==> src/rtl/or1200_fwd_pkg.sv <==
// rtl/or1200_fwd_pkg.sv - operand forwarding select encodings and defaults
package or1200_fwd_pkg;

  localparam int FWD_AW = 5;

  typedef logic [1:0] sel_t;

  localparam sel_t SEL_RF      = 2'd0;
  localparam sel_t SEL_IMM     = 2'd1;
  localparam sel_t SEL_EX_FORW = 2'd2;
  localparam sel_t SEL_WB_FORW = 2'd3;

endpackage

==> src/rtl/or1200_fwd_match.sv <==
// rtl/or1200_fwd_match.sv - per-operand comparison of an ID source against EX/WB producers
module or1200_fwd_match
  import or1200_fwd_pkg::*;
#(
  parameter int AW = FWD_AW
) (
  input  logic [AW-1:0] src,
  input  logic          en,
  input  logic          ex_wb_en,
  input  logic [AW-1:0] ex_rd,
  input  logic          wb_wb_en,
  input  logic [AW-1:0] wb_rd,
  output logic          hit_ex,
  output logic          hit_wb,
  output sel_t          sel
);

  logic src_nz;

  // r0 is hardwired zero, so it never takes a forwarded value
  assign src_nz = |src;
  assign hit_ex = ex_wb_en & (ex_rd == src) & src_nz;
  assign hit_wb = wb_wb_en & (wb_rd == src) & src_nz;

  // EX is checked first: it holds the youngest producer
  always_comb begin
    sel = SEL_RF;
    if (en) begin
      if (hit_ex)
        sel = SEL_EX_FORW;
      else if (hit_wb)
        sel = SEL_WB_FORW;
    end
  end

endmodule

==> src/rtl/or1200_fwd_sel.sv <==
// rtl/or1200_fwd_sel.sv - forwarding select and load-use stall; OR1200_FWD_STATS_EN adds counters
module or1200_fwd_sel
  import or1200_fwd_pkg::*;
#(
  parameter int AW    = FWD_AW,
  parameter int CNT_W = 16
) (
  input  logic             clk,
  input  logic             rst,
  input  logic             id_freeze,
  input  logic             ex_freeze,
  input  logic             wb_freeze,
  input  logic             ex_flushpipe,
  input  logic [AW-1:0]    id_rfa_addr,
  input  logic [AW-1:0]    id_rfb_addr,
  input  logic             id_rfa_en,
  input  logic             id_rfb_en,
  input  logic             id_imm_b,
  input  logic             id_rfwb,
  input  logic [AW-1:0]    id_rd_addr,
  input  logic             id_is_load,
  output sel_t             sel_a,
  output sel_t             sel_b,
  output logic             ld_stall,
  output logic [CNT_W-1:0] stat_fwd_cnt,
  output logic [CNT_W-1:0] stat_stall_cnt
);

  logic          ex_wb_en;
  logic [AW-1:0] ex_rd;
  logic          ex_load;
  logic          wb_wb_en;
  logic [AW-1:0] wb_rd;

  logic hit_ex_a, hit_wb_a, hit_ex_b, hit_wb_b;
  sel_t sel_b_rf;

  always_ff @(posedge clk) begin
    if (rst) begin
      ex_wb_en <= 1'b0;
      ex_rd    <= '0;
      ex_load  <= 1'b0;
    end else if (ex_flushpipe) begin
      ex_wb_en <= 1'b0;
    end else if (ex_freeze) begin
      ex_wb_en <= ex_wb_en;
    end else if (id_freeze) begin
      ex_wb_en <= 1'b0;
      ex_load  <= 1'b0;
    end else begin
      ex_wb_en <= id_rfwb;
      ex_rd    <= id_rd_addr;
      ex_load  <= id_is_load;
    end
  end

  // A frozen EX stage hands WB a bubble so the instruction is not counted twice
  always_ff @(posedge clk) begin
    if (rst) begin
      wb_wb_en <= 1'b0;
      wb_rd    <= '0;
    end else if (!wb_freeze) begin
      wb_wb_en <= ex_wb_en & ~ex_freeze;
      wb_rd    <= ex_rd;
    end
  end

  or1200_fwd_match #(.AW(AW)) u_match_a (
    .src      (id_rfa_addr),
    .en       (id_rfa_en),
    .ex_wb_en (ex_wb_en),
    .ex_rd    (ex_rd),
    .wb_wb_en (wb_wb_en),
    .wb_rd    (wb_rd),
    .hit_ex   (hit_ex_a),
    .hit_wb   (hit_wb_a),
    .sel      (sel_a)
  );

  or1200_fwd_match #(.AW(AW)) u_match_b (
    .src      (id_rfb_addr),
    .en       (id_rfb_en),
    .ex_wb_en (ex_wb_en),
    .ex_rd    (ex_rd),
    .wb_wb_en (wb_wb_en),
    .wb_rd    (wb_rd),
    .hit_ex   (hit_ex_b),
    .hit_wb   (hit_wb_b),
    .sel      (sel_b_rf)
  );

  assign sel_b = id_imm_b ? SEL_IMM : sel_b_rf;

  // A load in EX has no result yet; the dependent op waits one cycle for WB forwarding
  assign ld_stall = ex_load & ((id_rfa_en & hit_ex_a) |
                               (id_rfb_en & ~id_imm_b & hit_ex_b));

  logic unused_hit_wb;
  assign unused_hit_wb = hit_wb_a ^ hit_wb_b;

`ifdef OR1200_FWD_STATS_EN
  logic             fwd_evt;
  logic [CNT_W-1:0] fwd_cnt;
  logic [CNT_W-1:0] stall_cnt;

  // Both forward encodings have bit 1 set; RF and IMM do not
  assign fwd_evt = ~id_freeze & (sel_a[1] | sel_b[1]);

  always_ff @(posedge clk) begin
    if (rst) begin
      fwd_cnt   <= '0;
      stall_cnt <= '0;
    end else begin
      if (fwd_evt && (fwd_cnt != {CNT_W{1'b1}}))
        fwd_cnt <= fwd_cnt + CNT_W'(1);
      if (ld_stall && (stall_cnt != {CNT_W{1'b1}}))
        stall_cnt <= stall_cnt + CNT_W'(1);
    end
  end

  assign stat_fwd_cnt   = fwd_cnt;
  assign stat_stall_cnt = stall_cnt;
`else
  assign stat_fwd_cnt   = '0;
  assign stat_stall_cnt = '0;
`endif

endmodule

==> config.mk <==
export PLATFORM = sky130hd
export DESIGN_NAME = or1200_fwd_sel
export DESIGN_NICKNAME = d
export VERILOG_FILES = /design/src/rtl/or1200_fwd_pkg.sv /design/src/rtl/or1200_fwd_match.sv /design/src/rtl/or1200_fwd_sel.sv
export SDC_FILE = /design/constraint.sdc
export NUM_CORES = 1
export LEC_CHECK = 0
export ABC_CLOCK_PERIOD_IN_PS = 1900
export CAP_MARGIN = 25
export CORE_MARGIN = 8
export CORE_UTILIZATION = 37
export DETAILED_ROUTE_END_ITERATION = 8
export PLACE_DENSITY = 0.89
export RECOVER_POWER = 50
export SETUP_SLACK_MARGIN = 0.05
export SLEW_MARGIN = 20
export SYNTH_ARGS = -nofsm -noshare
export SYNTH_HDL_FRONTEND = slang
export SYNTH_SLANG_ARGS = --single-unit
==> constraint.sdc <==
create_clock -name clk -period 1.9 [get_ports clk]
set_clock_uncertainty 0.05 [all_clocks]
set_input_delay 0.475 -clock clk [delete_from_list [all_inputs] [get_ports clk]]
set_output_delay 0.475 -clock clk [all_outputs]
set_load 0.02 [all_outputs]
==> results.toml, run 1 <==
[run_status]
status = "finished with violations"
violations = "setup timing"

[worst_setup_path]
start_kind = "register"
path_cells = "xor2_2 -> nor4_2 -> nand4_1 -> buf_4 -> buf_6 -> o22ai_4 -> buf_6"
max_stage_delay_ns = 0.37
critPathCaptureType = "output pin"
crit_type = "register to output pin"
cp_top_family = "simple AND/OR/NAND/NOR gates"
crit_arrival_ns = 1.79
critPathMaxFanout = 3
worstPathRequired_ns = 1.37
path_buf_inv = 3
cp_slowest_cell = "dfxtp_4"
cpMostUsedCell = "buf_6"

[yosys]
syn-instance-count = 124
synth_warnings = 0
ys_seq_area_share_pct = 24.91
synth_ff_type = "dfxtp_1"
synth.most_common_cell = "buf_4"
yosys-top-cells-count = "buf_4 (32), dfxtp_1 (13), nor2_1 (13)"
yosys.cell_types.count = 31
synth_edf_count = 0
synth_seq_cells = 13
yosysTopAreaCell = "dfxtp_1"
synth.area.top_cells = "dfxtp_1 (25%), buf_4 (23%), xnor2_1 (10%)"
synth.avg_cell_area_um2 = 8.425
synthArstFlopShare_pct = 0
synth_top_area_share_pct = 24.91
netlist_area_mm2 = 0.001045

[clock_network]
clk_latency_ns = 0.27
numCtsBuffers = 3
htreeDepth = 1
tritoncts = "done"
cts_buffer_depth = 2
clkSlewWorstSetupHoldPaths_ns = 0.07
cts-root-buf = "clkbuf_4"
clkSinkCount = 13

[final_layout]
layout.nets = 213
area.growth.synth_to_final_pct = 56.29
fin_util_pct = 60.25
num_antenna_cells = 0
fill_cells = 231
fin_area_mm2 = 0.001633
drive_above_1_share_pct = 40.86
seq_area_um2 = 272.8
multiInputGateArea_um2 = 775.7
final_cells = 217

[routing]
wirelength_um = 2851
viasPerCell = 4.507
vias = 978
wire_per_inst_um = 13.14
first_iter_violations = 25
drtPass1Iterations = 4
drc = 0
ant_nets = 0

[floorplanning]
die_area_mm2 = 0.004780
rows = 19
initial_core_util_pct = 38.55
core_mm2 = 0.002710
die_x_um = 69.14
die_height_um = 69.14
pin_count = 63

[grt]
grt_usage_pct = 12.25
grt_max_degree = 14
antenna_found_initial = 0
grt_pass1_vias = 1118
grt-ovfl-total = 0
grt_pass1_wl_um = 5030

[run]
drv_cap = 0

[power_and_ir_drop]
powerDensity_mw_per_mm2 = 423.6
leakagePower_nw = 0.7442
finalPower_mw = 0.6917
ir_worst_vdd_mv = 0.3573

[sta]
worst_slack_ns = -0.4103
post-route-min-period_ns = 2.310
drv_slew = 0
fin_crit_sh_pct = 121.6
setup_viol = 5
rsz0062_at_grt = "true"
finalHoldViolations = 0
hold_ws_ns = 0.4576
max_freq_mhz = 432.8
finalSetupTns_ns = -1.494

[place]
place_area_mm2 = 0.001525
pre_cts_ws_ns = -1.198
hpwl_um = 2414
gp_congestion = 0.8637
numPortBuffers = 30
placed_cells_incl_taps = 209

[worst_hold_path]
hp-class = "register to register"
-- where the power goes --
part	total, mW	internal, mW	switching (mW)
registers	0.286	0.277	0.00864
clock network	0.164	0.0814	0.0827
logic	0.242	0.112	0.130
total	0.692	0.470	0.221
-- what timing repair did --
item                       in CTS  in global routing
resized for setup              76                 11
hold buffers                    0                  0
pin swaps                      13                 12
buffers inserted                4                  0
setup endpoints to repair       5                  5
-- layer usage --
metal	share of wire (%)	global-route usage, %	wire (um)	vias to the layer above
met3	6.6	3.863	189	8
met1	38	13.40	1079	453
li1	-	-	-	477
met4	2.4	5.467	69	0
met5	0	0	0	-
met2	53	21.00	1513	40
-- final timing paths --
path	start	to	slack, ns	cells after the start
worst max register to register	ex_wb_en	wb_wb_en	0.92	4
worst min register to register	ex_load	ex_load	0.46	2
worst max-delay path	ex_rd[2]	ld_stall	-0.41	7
worst min-delay path	ex_load	ex_load	0.46	2
-- layout make-up --
class	count	share of cell area [%]
multi-input combinational	107	47.51
timing repair buffer	61	31.57
sequential	13	16.70
tap	31	2.375
clock buffer	4	1.609
inverter	1	0.2299
-- cells by family after synthesis --
group                     count (synthesis)  synth area share [%]
and+or+nand+nor                          37                 18.92
buffers and inverters                    35                 24.07
xor gates and xnor gates                 20                 16.77
DFF                                      13                 24.91
muxes                                    10                 9.581
AOI/OAI and AO/OA                         8                 5.389
other                                     1                0.3589
-- placed cells by master (no fill, tap or decap), types with 4 or more instances in the layout --
cell type,Yosys,routed
dfxtp_2,0,4
xnor2_2,0,7
nor2_1,13,13
buf_2,0,7
mux2i_1,10,10
conb_1,1,32
buf_6,0,9
dfxtp_1,13,7
xor2_1,8,6
xnor2_1,12,5
buf_4,32,28
clkdlybuf4s50_1,0,12
-- registers in the layout, summed over array words and instances, names as in the netlist --
register / count
ex_load: 1
ex_wb_en: 1
wb_wb_en: 1
wb_rd: 5
ex_rd: 5
-- worst min-delay path, delay by kind of cell (launching register included) --
family	cells	cell delay [ns]
AOI/OAI and AO/OA	2	0.14
DFF	1	0.32
Note: power is estimated with default switching activity, not from simulation.
==> run 2: changes to the inputs <==
--- a/config.mk
+++ b/config.mk
@@ -10,6 +10,7 @@
 export CORE_MARGIN = 8
 export CORE_UTILIZATION = 37
 export DETAILED_ROUTE_END_ITERATION = 8
+export GPL_ROUTABILITY_DRIVEN = 0
 export PLACE_DENSITY = 0.89
 export RECOVER_POWER = 50
 export SETUP_SLACK_MARGIN = 0.05
==> results of run 2 <==
Final layout, timing and power as in run 1 (identical DEF).
==> run 3: changes to the inputs <==
--- a/config.mk
+++ b/config.mk
@@ -14,6 +14,7 @@
 export PLACE_DENSITY = 0.89
 export RECOVER_POWER = 50
 export SETUP_SLACK_MARGIN = 0.05
+export SKIP_CTS_REPAIR_TIMING = 1
 export SLEW_MARGIN = 20
 export SYNTH_ARGS = -nofsm -noshare
 export SYNTH_HDL_FRONTEND = slang
==> results.toml, run 3 (synthesized netlist as in run 1, its figures left out) <==
[final_layout]
drive_above_1_share_pct = 32.43
num_antenna_cells = 0
reg_top3 = "ex_rd (5), wb_rd (5)"
final_common_cell = "conb_1"
area.growth.synth_to_final_pct = 58.32
fin_util_pct = 61.03
fill_cells = 230
final_cells = 216
mostFrequentLayoutCells = "conb_1 (32), buf_4 (29), nor2_1 (13)"
layout.nets = 212

[floorplanning]
pin_count = 63
die_area_mm2 = 0.004780
rows = 19
die_height_um = 69.14
core_mm2 = 0.002710
die_x_um = 69.14
initial_core_util_pct = 38.55

[sta]
finalSetupTns_ns = -1.942
max_freq_mhz = 422.6
worst_slack_ns = -0.4664
finalHoldViolations = 0
rsz0062_at_grt = "true"
post-route-min-period_ns = 2.366
setup_viol = 5
drv_slew = 0
fin_crit_sh_pct = 124.5

[clock_network]
numCtsBuffers = 3
cts-root-buf = "clkbuf_4"
clkSlewWorstSetupHoldPaths_ns = 0.08
clkSinkCount = 13
clk_latency_ns = 0.27
cts_buffer_depth = 2
htreeDepth = 1
tritoncts = "done"

[routing]
wire_per_inst_um = 13.49
vias = 988
ant_nets = 0
first_iter_violations = 20
viasPerCell = 4.574
drtPass1Iterations = 4
wirelength_um = 2913
drc = 0

[power_and_ir_drop]
powerDensity_mw_per_mm2 = 419.8
leakagePower_nw = 0.8154
ir_worst_vdd_mv = 0.3636

[grt]
grt_max_degree = 14
grt_usage_pct = 11.39
grt_pass1_wl_um = 4733
antenna_found_initial = 0
grt-ovfl-total = 0
grt_pass1_vias = 1096

[worst_setup_path]
path_buf_inv = 2
cp_top_family = "simple AND/OR/NAND/NOR gates"
max_stage_delay_ns = 0.38
critPathCaptureType = "output pin"
worstPathRequired_ns = 1.37
cpMostUsedCell = "buf_6"
start_kind = "register"
path_cells = "xor2_1 -> nor4_2 -> nand4_1 -> buf_6 -> a41o_1 -> buf_6"
critPathMaxFanout = 3
cp_slowest_cell = "dfxtp_4"
crit_type = "register to output pin"
crit_arrival_ns = 1.84

[worst_hold_path]
hp-class = "register to register"

[place]
hpwl_um = 2414
pre_cts_ws_ns = -1.198
numPortBuffers = 30
placed_cells_incl_taps = 209

[run_status]
status = "finished with violations"
violations = "setup timing"

[run]
drv_cap = 0
[run 3: worst paths after layout]
path                            startpoint        to  slack, ns  depth (start not counted)
worst max-delay path              ex_rd[1]  sel_b[0]      -0.47                          6
worst max register to register    ex_wb_en  wb_wb_en       0.90                          4
worst min register to register     ex_load   ex_load       0.45                          2
worst min-delay path               ex_load   ex_load       0.45                          2
[run 3: worst min-delay path, cell delays in order, from the launching register on]
cell and delay, ns:
dfxtp_1 0.32, o21ai_0 0.08, a21oi_1 0.06
[run 3: report_power, final]
part           internal (mW)  leakage [nW]  switching (mW)  total [mW]
clock                 0.0813        0.0150          0.0835       0.165
sequential             0.278         0.107         0.00840       0.287
combinational          0.114         0.693           0.129       0.243
total                  0.473         0.815           0.221       0.694
[run 3: layout make-up]
type                    count  area (um2)  share of cell area, %
multi-input cells         107       757.0                  45.76
clock buffers               4       26.28                  1.588
inverters                   1       3.754                 0.2269
flip-flops and latches     13       266.5                  16.11
well taps                  31       38.79                  2.345
repair buffers             60       561.8                  33.96
[run 3: layer usage]
metal | up-vias | wire (um) | global-route usage (%)
met5 | - | 0 | 0
met4 | 0 | 64 | 5.011
met3 | 6 | 195 | 3.720
met2 | 45 | 1499 | 19.47
met1 | 458 | 1153 | 12.47
li1 | 479 | - | -
[run 3: metrics by stage]
stage	total power, mW	hold slack [ns]	area, um2
after global placement	0.5181	0.4274	1525
final	0.6943	0.4535	1654
after detailed placement	0.5236	0.4417	1525
after global routing	0.7331	0.4838	1654
after CTS	0.6855	0.4529	1551
after floorplan	0.4593	0.3935	1231
